==> src/rtl/fwd_hazard_ctrl_pkg.sv <==
// Shared widths, mux-select codes and shadow pipeline-stage field types
// for the EX-stage forwarding / load-use hazard controller.
package cpu_fwd_pkg;
  localparam int REG_ADDR_W = 5;
  localparam int SEL_W      = 2;

  typedef logic [REG_ADDR_W-1:0] reg_addr_t;
  typedef logic [SEL_W-1:0]      fwd_sel_t;

  localparam fwd_sel_t  FWD_SEL_REGFILE = 2'd0;
  localparam fwd_sel_t  FWD_SEL_EXMEM   = 2'd1;
  localparam fwd_sel_t  FWD_SEL_MEMWB   = 2'd2;
  localparam reg_addr_t ZERO_REG        = '0;

  typedef struct packed {
    reg_addr_t rs1;
    reg_addr_t rs2;
    logic      use1;
    logic      use2;
    reg_addr_t rd;
    logic      rw;
    logic      mr;
  } idex_t;

  // The load flag is only consulted while the load sits in ID/EX, so the
  // later stages carry just the writeback destination.
  typedef struct packed {
    reg_addr_t rd;
    logic      rw;
  } exmem_t;

  typedef struct packed {
    reg_addr_t rd;
    logic      rw;
  } memwb_t;
endpackage

==> src/rtl/fwd_hazard_ctrl_if.sv <==
// ID-stage request fields in, operand-mux selects / stall status out.
interface fwd_hazard_ctrl_if
  import cpu_fwd_pkg::*;
#(
  parameter int CNT_W = 32
);
  reg_addr_t          id_rs1;
  reg_addr_t          id_rs2;
  logic               id_use_rs1;
  logic               id_use_rs2;
  reg_addr_t          id_rd;
  logic               id_reg_write;
  logic               id_mem_read;
  logic               flush;
  fwd_sel_t           alu_fwd_a;
  fwd_sel_t           alu_fwd_b;
  logic               stall;
  logic [CNT_W-1:0]   stall_cnt;

  modport master (
    output id_rs1, id_rs2, id_use_rs1, id_use_rs2, id_rd, id_reg_write,
           id_mem_read, flush,
    input  alu_fwd_a, alu_fwd_b, stall, stall_cnt
  );

  modport slave (
    input  id_rs1, id_rs2, id_use_rs1, id_use_rs2, id_rd, id_reg_write,
           id_mem_read, flush,
    output alu_fwd_a, alu_fwd_b, stall, stall_cnt
  );
endinterface

==> src/rtl/fwd_hazard_ctrl_cmp.sv <==
// Priority compare for one ALU operand: youngest matching producer wins.
module fwd_sel_compare
  import cpu_fwd_pkg::*;
(
  input  reg_addr_t rs,
  input  logic      use_rs,
  input  reg_addr_t exmem_rd,
  input  logic      exmem_rw,
  input  reg_addr_t memwb_rd,
  input  logic      memwb_rw,
  output fwd_sel_t  sel
);
  logic live;

  always_comb begin
    sel  = FWD_SEL_REGFILE;
    live = use_rs && (rs != ZERO_REG);
    if (live && exmem_rw && (exmem_rd == rs))
      sel = FWD_SEL_EXMEM;
    else if (live && memwb_rw && (memwb_rd == rs))
      sel = FWD_SEL_MEMWB;
  end
endmodule

==> src/rtl/fwd_hazard_ctrl.sv <==
// Shadow ID/EX, EX/MEM, MEM/WB control fields; drives EX operand-mux
// selects and the one-cycle load-use stall with a saturating stall count.
module fwd_hazard_ctrl
  import cpu_fwd_pkg::*;
#(
  parameter int CNT_W = 32
)(
  input  logic                clk,
  input  logic                rst,
  fwd_hazard_ctrl_if.slave    bus
);
  localparam int NUM_OPS = 2;

  idex_t            idex_q,  idex_d;
  exmem_t           exmem_q, exmem_d;
  memwb_t           memwb_q, memwb_d;
  logic [CNT_W-1:0] cnt_q,   cnt_d;
  logic             stall;

  logic [NUM_OPS-1:0][REG_ADDR_W-1:0] op_rs;
  logic [NUM_OPS-1:0]                 op_use;
  logic [NUM_OPS-1:0][SEL_W-1:0]      op_sel;

  always_comb begin
    stall = idex_q.mr && (idex_q.rd != ZERO_REG) &&
            ((bus.id_use_rs1 && (bus.id_rs1 == idex_q.rd)) ||
             (bus.id_use_rs2 && (bus.id_rs2 == idex_q.rd)));

    idex_d = '{rs1: bus.id_rs1, rs2: bus.id_rs2, use1: bus.id_use_rs1,
               use2: bus.id_use_rs2, rd: bus.id_rd, rw: bus.id_reg_write,
               mr: bus.id_mem_read};
    // Stall and flush both insert the same all-zero bubble.
    if (stall || bus.flush) idex_d = '0;

    exmem_d = '{rd: idex_q.rd, rw: idex_q.rw};
    memwb_d = '{rd: exmem_q.rd, rw: exmem_q.rw};

    cnt_d = cnt_q;
    if (stall && (cnt_q != '1)) cnt_d = cnt_q + 1'b1;
  end

  always_ff @(posedge clk) begin
    if (rst) begin
      idex_q  <= '0;
      exmem_q <= '0;
      memwb_q <= '0;
      cnt_q   <= '0;
    end else begin
      idex_q  <= idex_d;
      exmem_q <= exmem_d;
      memwb_q <= memwb_d;
      cnt_q   <= cnt_d;
    end
  end

  assign op_rs  = {idex_q.rs2, idex_q.rs1};
  assign op_use = {idex_q.use2, idex_q.use1};

  for (genvar i = 0; i < NUM_OPS; i++) begin : g_op
    fwd_sel_compare u_cmp (
      .rs       (op_rs[i]),
      .use_rs   (op_use[i]),
      .exmem_rd (exmem_q.rd),
      .exmem_rw (exmem_q.rw),
      .memwb_rd (memwb_q.rd),
      .memwb_rw (memwb_q.rw),
      .sel      (op_sel[i])
    );
  end

  assign bus.alu_fwd_a = op_sel[0];
  assign bus.alu_fwd_b = op_sel[1];
  assign bus.stall     = stall;
  assign bus.stall_cnt = cnt_q;
endmodule

==> src/flat_wrapper.sv <==
// flat-port wrapper written by rule: the top's interface ports become plain ports
module fwd_hazard_ctrl_flat import cpu_fwd_pkg::*;
#(
  parameter int CNT_W = 32
)
  (clk, rst, bus_id_rs1, bus_id_rs2, bus_id_use_rs1, bus_id_use_rs2, bus_id_rd, bus_id_reg_write, bus_id_mem_read, bus_flush, bus_alu_fwd_a, bus_alu_fwd_b, bus_stall, bus_stall_cnt);
  fwd_hazard_ctrl_if #(.CNT_W(CNT_W)) bus_i ();
  input  logic clk;
  input  logic rst;
  input wire logic [$bits(bus_i.id_rs1)-1:0] bus_id_rs1;
  input wire logic [$bits(bus_i.id_rs2)-1:0] bus_id_rs2;
  input wire logic [$bits(bus_i.id_use_rs1)-1:0] bus_id_use_rs1;
  input wire logic [$bits(bus_i.id_use_rs2)-1:0] bus_id_use_rs2;
  input wire logic [$bits(bus_i.id_rd)-1:0] bus_id_rd;
  input wire logic [$bits(bus_i.id_reg_write)-1:0] bus_id_reg_write;
  input wire logic [$bits(bus_i.id_mem_read)-1:0] bus_id_mem_read;
  input wire logic [$bits(bus_i.flush)-1:0] bus_flush;
  output wire logic [$bits(bus_i.alu_fwd_a)-1:0] bus_alu_fwd_a;
  output wire logic [$bits(bus_i.alu_fwd_b)-1:0] bus_alu_fwd_b;
  output wire logic [$bits(bus_i.stall)-1:0] bus_stall;
  output wire logic [$bits(bus_i.stall_cnt)-1:0] bus_stall_cnt;
  assign bus_i.id_rs1 = bus_id_rs1;
  assign bus_i.id_rs2 = bus_id_rs2;
  assign bus_i.id_use_rs1 = bus_id_use_rs1;
  assign bus_i.id_use_rs2 = bus_id_use_rs2;
  assign bus_i.id_rd = bus_id_rd;
  assign bus_i.id_reg_write = bus_id_reg_write;
  assign bus_i.id_mem_read = bus_id_mem_read;
  assign bus_i.flush = bus_flush;
  assign bus_alu_fwd_a = bus_i.alu_fwd_a;
  assign bus_alu_fwd_b = bus_i.alu_fwd_b;
  assign bus_stall = bus_i.stall;
  assign bus_stall_cnt = bus_i.stall_cnt;
  fwd_hazard_ctrl #(.CNT_W(CNT_W)) u_core (.clk(clk), .rst(rst), .bus(bus_i));
endmodule
==> config.mk <==
export PLATFORM = sky130hd
export DESIGN_NAME = fwd_hazard_ctrl_flat
export DESIGN_NICKNAME = d
export VERILOG_FILES = /design/src/rtl/fwd_hazard_ctrl_pkg.sv /design/src/rtl/fwd_hazard_ctrl_if.sv /design/src/rtl/fwd_hazard_ctrl_cmp.sv /design/src/rtl/fwd_hazard_ctrl.sv /design/src/flat_wrapper.sv
export SDC_FILE = /design/constraint.sdc
export NUM_CORES = 1
export LEC_CHECK = 0
export ABC_AREA = 0
export CAP_MARGIN = 10
export CELL_PAD_IN_SITES_DETAIL_PLACEMENT = 0
export CELL_PAD_IN_SITES_GLOBAL_PLACEMENT = 1
export CORE_ASPECT_RATIO = 0.8
export CORE_MARGIN = 3
export CORE_UTILIZATION = 39
export DETAILED_ROUTE_END_ITERATION = 8
export PLACE_DENSITY_LB_ADDON = 0.1
export SLEW_MARGIN = 30
export SYNTH_ARGS = -nofsm -noshare
export SYNTH_HDL_FRONTEND = slang
export SYNTH_HIERARCHICAL = 1
export SYNTH_SLANG_ARGS = --single-unit
==> constraint.sdc <==
create_clock -name clk -period 2.5 [get_ports clk]
set_input_delay 0.5 -clock clk [delete_from_list [all_inputs] [get_ports clk]]
set_output_delay 0.5 -clock clk [all_outputs]
set_load 0.02 [all_outputs]
After elaboration in Yosys (flattened, before gate mapping)
Index checks and enable logic that the tools add are counted.
{ "classes": {"n_eq_ne": 7, "n_mux": 4, "addsub": 1, "n_reduce_logical": 21} }
{ "ops": {"columns": ["cell", "n"], "rows": [
  ["32-bit by 1-bit adder with 32-bit output, second input constant", 1],
  ["32-bit inequality test, second input constant", 1],
  ["5-bit equality test", 6],
  ["1-bit logical AND", 15],
  ["5-bit nonzero test", 3],
  ["2-bit 2-to-1 mux", 4],
  ["1-bit logical OR", 2],
  ["2-bit OR reduction", 1]
]} }
{ "word_totals": {"ff_bits": 63, "in_bits": 22, "out_inout_bits": 37} }

Depth between registers and ports, before layout
{ "logic_depth": {"word_depth": 6, "mapped_depth": 8} }

Cells and area by module
The synthesis kept the hierarchy.
{ "by_module_without_submodules": {"columns": ["module", "area_per_inst_um2", "cells_each", "instances"], "rows": [
  ["fwd_hazard_ctrl", 2850.2, 302, 1],
  ["fwd_sel_compare", 145.1, 18, 2]
]} }

Worst setup path after synthesis
No wires, ideal clock.
{ "synth_path": {"kind": "flip-flop to flip-flop", "start": "register u_core.cnt_q[0] (netlist: u_core/bus.stall_cnt[0])", "end": "register u_core.cnt_q[4] (netlist: u_core/bus.stall_cnt[4])", "path_slack_ns": 0.294, "period_less_slack_ns": 2.206, "required_ns": 2.379, "arrival_time_ns": 2.085, "stages_incl_launch_ff": 9, "cell_sequence": "dfxtp_1 > ha_1 > nand4_4 > nor4_4 > nand4_1 > buf_4 > nand2_2 > nor3_1 > mux2_4"} }
{ "synth_between": {"elab_chain_len": 2, "word_cells_on_any_way": 3, "cone_classes": "add/sub (1); eq/ne (1); reduce/logical (1)"} }
{ "synth_lines": {"columns": ["element", "line", "rtl"], "rows": [
  ["start, declared", "fwd_hazard_ctrl.sv:17", "logic [CNT_W-1:0] cnt_q, cnt_d;"],
  ["start signal, assigned", "fwd_hazard_ctrl.sv:52", "cnt_q <= cnt_d;"],
  ["branches (longest 2 deep; another with 32-bit by 1-bit adder with 32-bit output)", null, null]
]} }
Several ways; the timed one is not identified.
A chain may end at the register's enable or synchronous reset.

Worst setup path in the final report
{ "layout_path": {"start": "register u_core/idex_q[11] in the netlist's numbering", "end": "output bus_alu_fwd_b[1]"} }
{ "layout_between": {"elab_chain_len": 6, "word_cells_on_any_way": 10, "cone_classes": "eq/ne (2); mux (2); reduce/logical (6)"} }
{ "layout_lines": {"columns": ["element", "line", "rtl"], "rows": [
  ["start, declared", "fwd_hazard_ctrl.sv:14", "idex_t idex_q, idex_d;"],
  ["start signal, assigned", "fwd_hazard_ctrl.sv:49", "idex_q <= idex_d;"],
  ["5-bit nonzero test", "fwd_hazard_ctrl_cmp.sv:17", "live = use_rs && (rs != ZERO_REG);"],
  ["1-bit logical AND", "fwd_hazard_ctrl_cmp.sv:17", null],
  ["1-bit logical AND (2 in series)", "fwd_hazard_ctrl_cmp.sv:20", "else if (live && memwb_rw && (memwb_rd == rs))"],
  ["2-bit 2-to-1 mux", "fwd_hazard_ctrl_cmp.sv:20", null],
  ["2-bit 2-to-1 mux *", "fwd_hazard_ctrl_cmp.sv:18", "if (live && exmem_rw && (exmem_rd == rs))"],
  ["end, declared", "flat_wrapper.sv:19", "output wire logic [$bits(bus_i.alu_fwd_b)-1:0] bus_alu_fwd_b;"]
]} }
Every way passes the cells marked *; elsewhere a longest branch is shown, timed or not.

==> summary.txt <==
Run status
  • Outcome: completed

Drt
  • Initial DRC count: 110
  • DR vias/cell: 5.23
  • WL per Instance: 15.1 µm
  • Vias: 2,722
  • Routed Antenna Nets: 0
  • Drt pass-1 iters: 4
  • Post-Route WL: 7860 µm
  • Residual DRC count: 0

Floorplanning
  • Die area: 9170 µm²
  • Initial Utilization: 41.3%
  • Die height: 86.3 µm
  • Die X: 106 µm
  • Cell Rows: 28
  • Top Ports: 59
  • Core Box Area: 7600 µm²

Power
  • Power density cells: 519 nW/µm²
  • Peak supply drop: 0.310 mV
  • Power consumption: 0.00213 W
  • Lkg Pwr: 1.43 nW

Cells and area
  • Layout cells sized above 1: 18.1%
  • Leading cell types in the layout, fill and taps excluded: 63 x dfxtp_1, 52 x clkdlybuf4s50_1, 22 x xnor2_1
  • # diodes: 0
  • Nets: 433
  • Reg area: 1260 µm²
  • Fill cell count: 738
  • Footprint of the multi-input gates: 1760 µm²
  • Area growth from synthesis to layout: 30.5%
  • Commonest non-fill, non-tap cell in the layout: dfxtp_1

GRT
  • Initial antenna violation count: 0
  • Total Routing Usage GR: 17.7%
  • Largest net degree at the start of global routing: 50
  • Vias in the first global route: 2,593
  • Gr ovfl total: 0
  • Global-route wire length before repair: 12,900 µm

Synthesis
  • Synth Cell Area: 3140 µm²
  • Synthesis Warnings: 6
  • Post-synthesis sequential area ratio: 40.2%
  • Syn_nets: 361
  • Post-Syn Instances: 338
  • Synth cell types: 55
  • Mean Syn Cell Area: 9.29 µm²
  • Yosys reg bits: 63

Setup path
  • Crit end category: output pin
  • Flop2flop setup slack: 0.21 ns
  • Crit-path cells: or4_4 -> o21ai_2 -> nor3_2 -> nor3_2 -> clkdlybuf4s15_2
  • Delay-heaviest family, CP: simple AND/OR/NAND/NOR gates
  • Worst r2r path cells: 7
  • CP dominant cell by count: nor3_2
  • Type of origin of the critical path: flip-flop
  • Reg2reg end: u_core/bus.stall_cnt[21]
  • Crit Path Class: reg -> out
  • WP data required: 2.00 ns
  • Critical register-to-register path startpoint: u_core/bus.stall_cnt[0]
  • Crit Path Max Fanout: 3
  • WP depth: 5
  • Buffers plus inverters on the worst setup path: 1
  • Max incr delay on CP: 0.52 ns
  • Slowest-stage cell, CP: or4_4
  • CP Data Arrival Time: 1.89 ns

Min path
  • Hold worst-path end: u_core/exmem_q[0]
  • Hold path cells: 1
  • Worst min path class: reg -> reg
  • Hold Crit Start: u_core/exmem_d[0]

Placement
  • Detailed Place HPWL: 5680 µm
  • Port-buffer cells: 58
  • GP Congestion: 0.863

Clock tree
  • Num CTS Buffers: 9
  • H-tree depth: 3
  • Clock Sink Count: 63
  • CTS tree: yes
  • CTS max path bufs: 2
  • # hold bufs at CTS: 0
  • Worst skew pair latency: 0.33 ns
  • CTS Root Cell: clkbuf_8
  • Reg clk slew, reported paths: 0.07 ns

Timing
  • RSZ-0062 raised after global routing: no
  • Crit path time final: 2.39 ns
  • Endpoints failing hold: 0
  • Endpoints failing setup: 0
  • Fin. max-slew vios: 0
  • Skew final: 0.00549 ns
  • Hold WS: 0.437 ns
  • Fmax: 419 MHz
  • Worst slew pin tran: 0.587 ns
  • Period utilization: 95.6%
  • Slew margin rel.: 60.8%

Flow run
  • Max cap viols: 0
## sequential cells by signal (all words and copies together) (netlist names)
name and cells:
u_core/memwb_q 6, u_core/exmem_q 6, u_core/idex_q 13, u_core/exmem_d 6, u_core/bus.stall_cnt 32
## metrics by stage
| step | setup TNS (ns) | cell area [µm²] | std cells | utilization, % | worst slack [ns] |
|---|---|---|---|---|---|
| 6_report | 0 | 4100 | 520 | 53.9 | 0.111 |
| 4_1_cts | 0 | 4100 | 519 | 53.9 | 0.0175 |
| 5_1_grt | 0 | 4100 | 520 | 53.9 | 0.00748 |
| 3_5_place_dp | -1.60 | 3890 | 503 | 51.1 | -0.250 |
| 3_3_place_gp | -1.38 | 3890 | 503 | 51.1 | -0.245 |
| 2_1_floorplan | 0 | 3140 | 338 | - | 0.294 |
## what timing repair did
action                     in CTS  in global routing
setup buffers                   0                  1
setup endpoints to repair       5                  3
hold endpoints to repair        0                  0
pin swaps                       0                  1
gates resized for setup         7                  5
## synthesized netlist by cell type, drive strengths merged
cell | n | share of area (%)
nand2b | 2 | 0.40
nor4 | 12 | 3.3
nor2b | 19 | 3.8
o21ba | 1 | 0.32
xor2 | 8 | 2.2
o22ai | 1 | 0.20
a311oi | 1 | 0.48
o31a | 1 | 0.28
or4 | 10 | 2.4
nand3 | 23 | 4.4
or2 | 2 | 0.40
inv | 7 | 0.84
nand2 | 11 | 1.5
o21bai | 4 | 0.96
nand4b | 1 | 0.28
and2 | 20 | 4.0
o31ai | 8 | 2.1
nor3 | 11 | 2.7
clkbuf | 6 | 1.4
nand4 | 16 | 3.7
ha | 1 | 0.40
or2b | 2 | 0.48
o21ai | 12 | 2.2
nor2 | 20 | 2.5
and4 | 3 | 0.96
o21a | 1 | 0.24
and2b | 1 | 0.28
and3 | 4 | 0.96
nor4b | 1 | 0.28
a21oi | 17 | 2.7
dfxtp | 63 | 40
mux2 | 10 | 3.7
xnor2 | 22 | 6.1
buf | 8 | 1.6
or3 | 9 | 1.8
## worst max-delay path by stage
stage                            start  slack [ns]                      end
6_report             u_core/idex_q[11]        0.11         bus_alu_fwd_b[1]
5_1_grt              u_core/idex_q[13]       0.007         bus_alu_fwd_b[1]
4_1_cts              u_core/idex_q[18]        0.02         bus_alu_fwd_a[1]
3_5_place_dp             bus_id_rs1[3]       -0.25                bus_stall
3_3_place_gp             bus_id_rs2[2]       -0.24                bus_stall
2_1_floorplan  u_core/bus.stall_cnt[0]        0.29  u_core/bus.stall_cnt[4]
## cell type report
type / instances / area share [%]
clock buffer: 10 / 3.11
clock inverter: 6 / 2.08
inverter: 7 / 0.641
multi-input combinational: 254 / 43.0
sequential: 63 / 30.8
tap: 105 / 3.21
timing repair buffer: 75 / 17.2
## report_power, final
part           leakage [nW]  total, W  switching, W  internal, W
Sequential            0.511   0.00104     0.0000172      0.00102
Clock                 0.102  0.000960      0.000402     0.000558
Combinational         0.821  0.000132     0.0000556    0.0000768
Total                  1.43   0.00213      0.000475      0.00165
## per-layer routing
layer,wire length [µm],global-route usage [%],up-vias
met2,3110,24.7,83
met3,487,4.39,6
li1,-,-,1353
met1,4200,26.5,1280
met4,65,5.53,0
met5,0,0,-
## cell families (layout without fill, tap and decap cells)
logic type               count (synthesis)  in the layout  share of synthesized area [%]
multiplexers                            10             10                           3.70
AO/OA/AOI/OAI                           46             46                           9.40
buffers and inverters                   21             98                           3.82
adder cells (fa/ha/maj)                  1              1                          0.398
AND/OR/NAND/NOR                        167            167                           34.1
flip-flops                              63             63                           40.2
XOR/XNOR                                30             30                           8.37
No activity file was read; power rests on OpenSTA's default activity.
